--- config.mk ---
export PLATFORM = sky130hd
export DESIGN_NAME = mem_arbiter
export DESIGN_NICKNAME = d
export VERILOG_FILES = /design/src/rtl/mem_arbiter.sv
export SDC_FILE = /design/constraint.sdc
export NUM_CORES = 1
export LEC_CHECK = 0
export CAP_MARGIN = 5
export CORE_MARGIN = 4
export CORE_UTILIZATION = 30
export CTS_CLUSTER_SIZE = 16
export DETAILED_ROUTE_END_ITERATION = 10
export GPL_TIMING_DRIVEN = 0
export SETUP_SLACK_MARGIN = 0.02
export SKIP_LAST_GASP = 1
export SYNTH_ARGS = -nofsm -noshare
export SYNTH_HDL_FRONTEND = slang
export SYNTH_SLANG_ARGS = --single-unit
--- constraint.sdc ---
create_clock -name clk -period 2.1 [get_ports clk]
set_input_delay 0.315 -clock clk [delete_from_list [all_inputs] [get_ports clk]]
set_output_delay 0.315 -clock clk [all_outputs]
set_load 0.01 [all_outputs]
--- src/rtl/mem_arbiter.sv ---
// mem_arbiter: shares one single-ported memory between the instruction-fetch
// requester and the data requester, serialising transactions onto a req/ready
// bus. A watchdog aborts any transaction the memory never completes.
// Optional feature: define MEM_ARB_ROUND_ROBIN_EN for round-robin arbitration
// between simultaneous requests (default is fixed priority, data over fetch).
module mem_arbiter #(
  parameter int ADDR_W  = 32,
  parameter int DATA_W  = 32,
  parameter int TIMEOUT = 255
) (
  input  logic              clk,
  input  logic              reset,
  // instruction fetch requester
  input  logic              if_req,
  input  logic [ADDR_W-1:0] if_addr,
  output logic [DATA_W-1:0] if_rdata,
  output logic              if_valid,
  // data requester
  input  logic              d_req,
  input  logic              d_we,
  input  logic [3:0]        d_wstrb,
  input  logic [ADDR_W-1:0] d_addr,
  input  logic [DATA_W-1:0] d_wdata,
  output logic [DATA_W-1:0] d_rdata,
  output logic              d_valid,
  // downstream memory bus
  output logic              m_req,
  output logic              m_we,
  output logic [3:0]        m_wstrb,
  output logic [ADDR_W-1:0] m_addr,
  output logic [DATA_W-1:0] m_wdata,
  input  logic              m_ready,
  input  logic [DATA_W-1:0] m_rdata,
  output logic              err
);

  typedef enum logic [1:0] {IDLE, BUSY_IF, BUSY_D, RESP} state_t;

  // one memory command, registered at grant time and held until completion
  typedef struct packed {
    logic              we;
    logic [3:0]        wstrb;
    logic [ADDR_W-1:0] addr;
    logic [DATA_W-1:0] wdata;
  } mreq_t;

  localparam int             CW      = 16;
  localparam logic [CW-1:0]  TO_LAST = CW'(TIMEOUT - 1);
  localparam logic [CW-1:0]  TO_MAX  = CW'(TIMEOUT);

  state_t         state;
  mreq_t          m_q;
  mreq_t          f_pkt;
  mreq_t          d_pkt;
  logic [CW-1:0]  cnt;
  logic           grant_d;

  assign m_we    = m_q.we;
  assign m_wstrb = m_q.wstrb;
  assign m_addr  = m_q.addr;
  assign m_wdata = m_q.wdata;

  // candidate commands for each requester; fetches never write
  always_comb begin
    f_pkt       = '0;
    f_pkt.addr  = if_addr;
    d_pkt       = '0;
    d_pkt.we    = d_we;
    d_pkt.wstrb = d_we ? d_wstrb : 4'b0;
    d_pkt.addr  = d_addr;
    d_pkt.wdata = d_wdata;
  end

`ifdef MEM_ARB_ROUND_ROBIN_EN
  logic last_d;

  // remember who was granted last; aborted grants count as served
  always_ff @(posedge clk or negedge reset) begin
    if (!reset)
      last_d <= 1'b0;
    else if (state == IDLE && (if_req || d_req))
      last_d <= grant_d;
  end

  // on a tie the requester not served last wins; a lone requester always wins
  assign grant_d = d_req && (!if_req || !last_d);
`else
  // fixed priority: data beats fetch
  assign grant_d = d_req;
`endif

  // main FSM: grant in IDLE, hold the bus in BUSY_x, one-cycle response in RESP
  always_ff @(posedge clk or negedge reset) begin
    if (!reset) begin
      state    <= IDLE;
      m_q      <= '0;
      m_req    <= 1'b0;
      cnt      <= '0;
      if_rdata <= '0;
      if_valid <= 1'b0;
      d_rdata  <= '0;
      d_valid  <= 1'b0;
      err      <= 1'b0;
    end else begin
      case (state)
        IDLE: begin
          if (if_req || d_req) begin
            m_req <= 1'b1;
            cnt   <= '0;
            if (grant_d) begin
              state <= BUSY_D;
              m_q   <= d_pkt;
            end else begin
              state <= BUSY_IF;
              m_q   <= f_pkt;
            end
          end
        end

        BUSY_IF, BUSY_D: begin
          if (m_req) begin
            // m_ready only matters while the request is on the bus
            if (m_ready) begin
              m_req <= 1'b0;
              state <= RESP;
              if (state == BUSY_IF) begin
                if_valid <= 1'b1;
                if_rdata <= m_rdata;
              end else begin
                d_valid <= 1'b1;
                if (!m_q.we)
                  d_rdata <= m_rdata;
              end
            end else if (cnt == TO_LAST) begin
              // watchdog expired: withdraw the request, report next cycle
              m_req <= 1'b0;
              cnt   <= TO_MAX;
            end else begin
              cnt <= cnt + 16'd1;
            end
          end else begin
            // request already withdrawn by the watchdog: abort with zero data
            err   <= 1'b1;
            state <= RESP;
            if (state == BUSY_IF) begin
              if_valid <= 1'b1;
              if_rdata <= '0;
            end else begin
              d_valid <= 1'b1;
              d_rdata <= '0;
            end
          end
        end

        RESP: begin
          // requesters drop their req here, so nothing is sampled this cycle
          if_valid <= 1'b0;
          d_valid  <= 1'b0;
          err      <= 1'b0;
          state    <= IDLE;
        end

        default: state <= IDLE;
      endcase
    end
  end

endmodule

# Word level (Yosys, flattened, before mapping)
# Index checks and enable logic that the tools add are counted.
[totals] in_bits=138 wordCells=77 output_inout_bits=137 reg_bits=155
[op_classes] muxes=36 eq_ne=14 n_reduce_logical=14 n_addsub=1
[ops] op="two-way mux 32 bit" count=9
[ops] op="two-way mux 69 bit" count=1
[ops] op="two-way mux 16 bit" count=4
[ops] op="one-hot mux 16 bit (2 select lines)" count=1
[ops] op="adder 16 x 1 -> 16 bit, second input constant" count=1
[ops] op="equality test 16 x 8 -> 1 bit, second input constant" count=1
[ops] op="!= test 2 bit, second input constant" count=6
[ops] op="two-way mux 1 bit" count=11
[ops] op="AND reduction 2 bit" count=5
[ops] op="two-way mux 2 bit" count=4
[ops] op="one-hot mux 1 bit (2 select lines)" count=4
[ops] op="AND reduction 4 bit" count=2
[ops] op="one-hot mux 2 bit (3 select lines)" count=1
[ops] op="nonzero test 2 bit" count=3
[ops] op="AND reduction 5 bit" count=1
[ops] op="equality test 2 bit, second input constant" count=2
[ops] op="two-way mux 4 bit" count=1
[ops] op="!= test 2 x 1 -> 1 bit, second input constant" count=2
[ops] op="!= test 3 x 2 -> 1 bit, second input constant" count=1
[ops] op="!= test 3 bit, second input constant" count=1
[ops] op="equality test 2 x 1 -> 1 bit, second input constant" count=1
[ops] op="zero test 2 bit" count=1
[ops] op="OR reduction 2 bit" count=1
[ops] op="logical OR 1 bit" count=1

# Longest topological paths before layout
# Gate-level depths: netlist of the first run.
[depth] word_depth=5 ltp_mapped=8 depth_no_buf=6

# Worst setup path before layout of the first run
# No wires, ideal clock.
[synth_timing] path_kind="register -> register" from="register state[0]" to="register cnt[4]" stages_incl_launch_ff=9 required_time_ps=1979 synth_period_minus_slack_ps=1861 slack_ps=239 path_buffers=2 setup_ps=121 arrival_time_ps=1740 path_cell_list="dfrtp_1 > inv_1 > ha_1 > buf_2 > nand2b_1 > a21o_1 > buf_2 > a21o_2 > a22o_1"
[synth_via] elab_chain_len=4 elab_cells_between_ends=10 classes_between="eq/ne: 5; mux: 1; reduce/logical: 4"
[synth_rtl] element="start: declaration" line="51" text="state_t state;"
[synth_rtl] element="start signal: assignment" line="95" text="state <= IDLE;"
[synth_rtl] element="start signal: assignment" line="111" text="state <= BUSY_D;"
[synth_rtl] element="start signal: assignment" line="114" text="state <= BUSY_IF;"
[synth_rtl] element="equality test 2 x 1 -> 1 bit / equality test 2 bit (equally long branches)" line="105" text="case (state)"
[synth_rtl] element="OR reduction 2 bit" line="105"
[synth_rtl] element="!= test 2 bit (no line) / nonzero test 2 bit (equally long branches)"
[synth_rtl] element="AND reduction 4 bit (no line)"
[synth_rtl] element="end signal: assignment" line="139" text="cnt <= cnt + 16'd1;"
[synth_rtl] element="end: declaration" line="55" text="logic [CW-1:0] cnt;"
# Parallel ways exist; a longest one is shown, timed or not.
# A chain may end at the register's enable or synchronous reset.

# Worst setup path in the final report of the first run
[layout_timing] from="register state[1]" to="register cnt[4]"
# The elaborated chain is that of the path after synthesis.

==> impl_metrics.json, run 1 <==
{
  "area_growth_pct": 58.2,
  "crit_arrival_ps": 2300,
  "yosys.area.top_type_share": 0.595,
  "combPwrFrac": 0.459,
  "grtUsageMet1": 0.219,
  "die_area_mm2": 0.0242,
  "ctsRootBufferMaster": "clkbuf_16",
  "syn_avg_cell_area_um2": 10.6,
  "synth_cell_type_count": 44,
  "worstRegToRegCells": 8,
  "skew_ps": 9.03,
  "grt_pass1_vias": 5775,
  "antennaDiodeCount": 0,
  "peakVddDrop_uv": 746,
  "min_period_ps": 2000,
  "yosysWarningCount": 0,
  "pwr-share-clk": 0.213,
  "crit_required_ps": 2400,
  "r2r-start": "state[1]$_DFFE_PN0P_",
  "async_flop_share": 1.00,
  "synth_edf_count": 0,
  "finalSetupViolCount": 0,
  "p_sw_frac": 0.360,
  "hold_violations": 0,
  "dr.pass1.iters": 4,
  "power.density_mw_per_mm2": 1490,
  "first_iter_violations": 195,
  "cts.clk_slew.worst_paths_ps": 60,
  "crit_fanout": 10,
  "holdWs_ps": 357,
  "seqPwrFrac": 0.328,
  "leakage_nw": 4.52,
  "maxSlewViolCount": 0,
  "drive_gt1_frac": 0.0896,
  "use_met2": 0.266,
  "busiest_layer": "met2",
  "clk_latency_ps": 410,
  "routed_via_density": 4.80,
  "yosysSeqAreaShare": 0.595,
  "fin_util": 0.486,
  "grt_pass1_wl_um": 32600,
  "synth_top_cell_by_area": "dfrtp_1",
  "dp_hpwl_um": 15600,
  "dpl.cell_count": 1164,
  "ant_nets": 0,
  "maxCapViolCount": 0,
  "use_met3": 0.0737,
  "core_mm2": 0.0212,
  "cts_tree": "built",
  "grt_usage": 0.170,
  "antenna_found_initial": 1,
  "pre_cts_slack_ps": -175,
  "clock-sinks": 155,
  "holdPathEnd": "m_addr[2]$_DFFE_PN0P_",
  "crit_type": "flop to flop",
  "worstSetupStartpoint": "state[1]$_DFFE_PN0P_",
  "rsz0062_at_grt": "true",
  "fmax_ghz": 0.500,
  "ios": 275,
  "r2r-end": "cnt[4]$_DFFE_PN0P_",
  "slew_headroom": 0.639,
  "fp-row-count": 53,
  "gp_congestion": 0.812,
  "die_x_um": 155,
  "vias": 5764,
  "final_nets": 1058,
  "routed_wl_um": 20800,
  "start_util": 0.307,
  "hold_start": "d_req",
  "power.switching_mw": 5.52,
  "syn-num-nets": 759,
  "drc": 0,
  "status": "finished clean",
  "synth_top_flop_cell": "dfrtp_1",
  "syn_inst": 615,
  "intPower_mw": 9.82,
  "die_h_um": 155,
  "min_path_type": "input pin to flop",
  "rrSetupSlack_ps": 100,
  "gr-total-overflow": 0,
  "hold_depth": 3,
  "grt_max_degree": 90,
  "report.power.total_mw": 15.3,
  "ys_top_cells_by_area": "dfrtp_1, o21ai_0, nand2_1",
  "worst_slew_pin_slew_ps": 542,
  "post_drt_wl_per_cell_um": 17.3,
  "numPortBuffers": 273,
  "cp-start-kind": "flop",
  "fin_ws_ps": 101,
  "synth-seq-cells": 155,
  "layout.cells.non_filler": 1201,
  "netlist_area_mm2": 0.00652,
  "cts_buffers": 17,
  "htreeDepth": 4,
  "worst_setup_path_end_kind": "flop",
  "finalCritPeriodShare": 0.952,
  "cts_buffer_depth": 2
}
-- area by class of cell --
| type | instances | area (um2) |
|---|---|---|
| Timing Repair Buffer | 280 | 2810 |
| Fill cell | 2060 | 10900 |
| Tap cell | 275 | 344 |
| Clock buffer | 18 | 429 |
| Multi-Input combinational cell | 410 | 2420 |
| Inverter | 9 | 33.8 |
| Clock inverter | 13 | 191 |
| Sequential cell | 155 | 3880 |
| Buffer | 41 | 200 |
-- worst max-delay path by stage --
stage	end	slack [ps]	depth (start not counted)
floorplan	cnt[4]$_DFFE_PN0P_	240	8
global placement	m_addr[7]$_DFFE_PN0P_	-6040	1
detailed placement	d_rdata[19]$_DFFE_PN0P_	-170	5
CTS	d_rdata[12]$_DFFE_PN0P_	30	7
global route	cnt[4]$_DFFE_PN0P_	-9	8
finish	cnt[4]$_DFFE_PN0P_	100	8
-- synth_stat cells (6+ instances only) --
cell type	count
o21ai_0	111
clkbuf_1	12
a22o_1	41
dfrtp_1	155
mux2i_1	33
ha_1	6
a31oi_1	11
buf_2	25
nand4_1	7
nand2_1	144
a21o_1	6
inv_1	9
-- power by group through the flow --
stage	clock network (mW)	registers, mW	logic (mW)
floorplan	0	5.57	2.56
global placement	0	5.04	6.95
detailed placement	0	5.06	7.03
CTS	3.37	5.05	7.06
global route	3.50	5.22	7.71
finish	3.27	5.04	7.03
-- what timing repair did --
item | in CTS | in global routing
pin swaps | 0 | 2
endpoints found under the setup margin | 18 | 47
hold buffers | 1 | 0
setup buffers | 0 | 5
resized for setup | 2 | 12
hold endpoints to repair | 66 | 0
-- placed cells by master, fill, tap and decap left out, types with 3 or more instances in the layout --
cell / instances
clkdlybuf4s50_1: 272
dfrtp_1: 154
nand2_1: 144
o21ai_0: 111
a22o_1: 41
mux2i_1: 33
buf_2: 23
clkbuf_16: 17
a31oi_1: 11
inv_1: 9
clkbuf_1: 8
buf_4: 7
nand4_1: 7
a21o_1: 6
ha_1: 6
clkbuf_2: 5
a32o_1: 5
nor4_1: 5
a21oi_1: 5
nand3b_1: 4
bufinv_16: 4
buf_1: 3
nand2b_1: 3
clkinvlp_4: 3
inv_6: 3
-- per-layer routing --
metal / up-vias / share of wire / wire length, um
li1: 2764 / - / -
met1: 2757 / 0.43 / 8970
met2: 223 / 0.45 / 9410
met3: 18 / 0.10 / 2150
met4: 2 / 0.011 / 238
met5: - / 0.00096 / 20
-- through the flow --
stage | setup TNS [ps] | cell area (um2)
finish | 0 | 10300
global route | -9.02 | 10300
CTS | 0 | 10300
detailed placement | -5070 | 9630
global placement | -936700 | 9600
floorplan | 0 | 6520
-- sequential cells by signal, indices dropped and copies added, names as in the netlist, named ones only --
name	cells
err	1
cnt	16
m_we	1
m_addr	32
if_rdata	32
m_req	1
m_wdata	32
m_wstrb	4
state	2
d_valid	1
d_rdata	32
-- worst max-delay path, stage by stage (launching register included) --
cell      delay [ps]
dfrtp_1          380
inv_1             90
ha_1             270
buf_4            170
nand3b_2         180
a21o_1           240
buf_2            190
a21o_2           200
a22o_1           170
-- cell families (layout without fill, tap and decap cells) --
| kind of cell | after synthesis | after routing | synth area share |
|---|---|---|---|
| AOI/OAI and AO/OA | 186 | 186 | 0.179 |
| and+or+nand+nor | 185 | 185 | 0.129 |
| DFF | 155 | 155 | 0.595 |
| buffers and inverters | 50 | 361 | 0.0342 |
| muxes | 33 | 33 | 0.0507 |
| adders and majority gates | 6 | 6 | 0.0115 |
Power figures use the tool's default switching activity.
==> run 2, diff against run 1 <==
==> constraint.sdc (replaced) <==
create_clock -name clk -period 2.1 [get_ports clk]
set_input_delay 0.42 -clock clk [delete_from_list [all_inputs] [get_ports clk]]
set_output_delay 0.42 -clock clk [all_outputs]
set_load 0.01 [all_outputs]
==> results of run 2 <==
The final DEF is identical to that of run 1. Status: finished clean.
Among the figures that moved: setup slack after placement -175 ps -> -280 ps; hold slack 357 ps -> 462 ps
==> run 3, diff against run 2 <==
--- a/config.mk
+++ b/config.mk
@@ -8,6 +8,7 @@
 export CAP_MARGIN = 5
 export CORE_MARGIN = 4
 export CORE_UTILIZATION = 30
+export CTS_CLUSTER_DIAMETER = 30
 export CTS_CLUSTER_SIZE = 16
 export DETAILED_ROUTE_END_ITERATION = 10
 export GPL_TIMING_DRIVEN = 0
==> results of run 3 <==
The final DEF is identical to that of run 1. Status: finished clean.
Among the figures that moved: setup slack after placement -175 ps -> -280 ps; hold slack 357 ps -> 462 ps
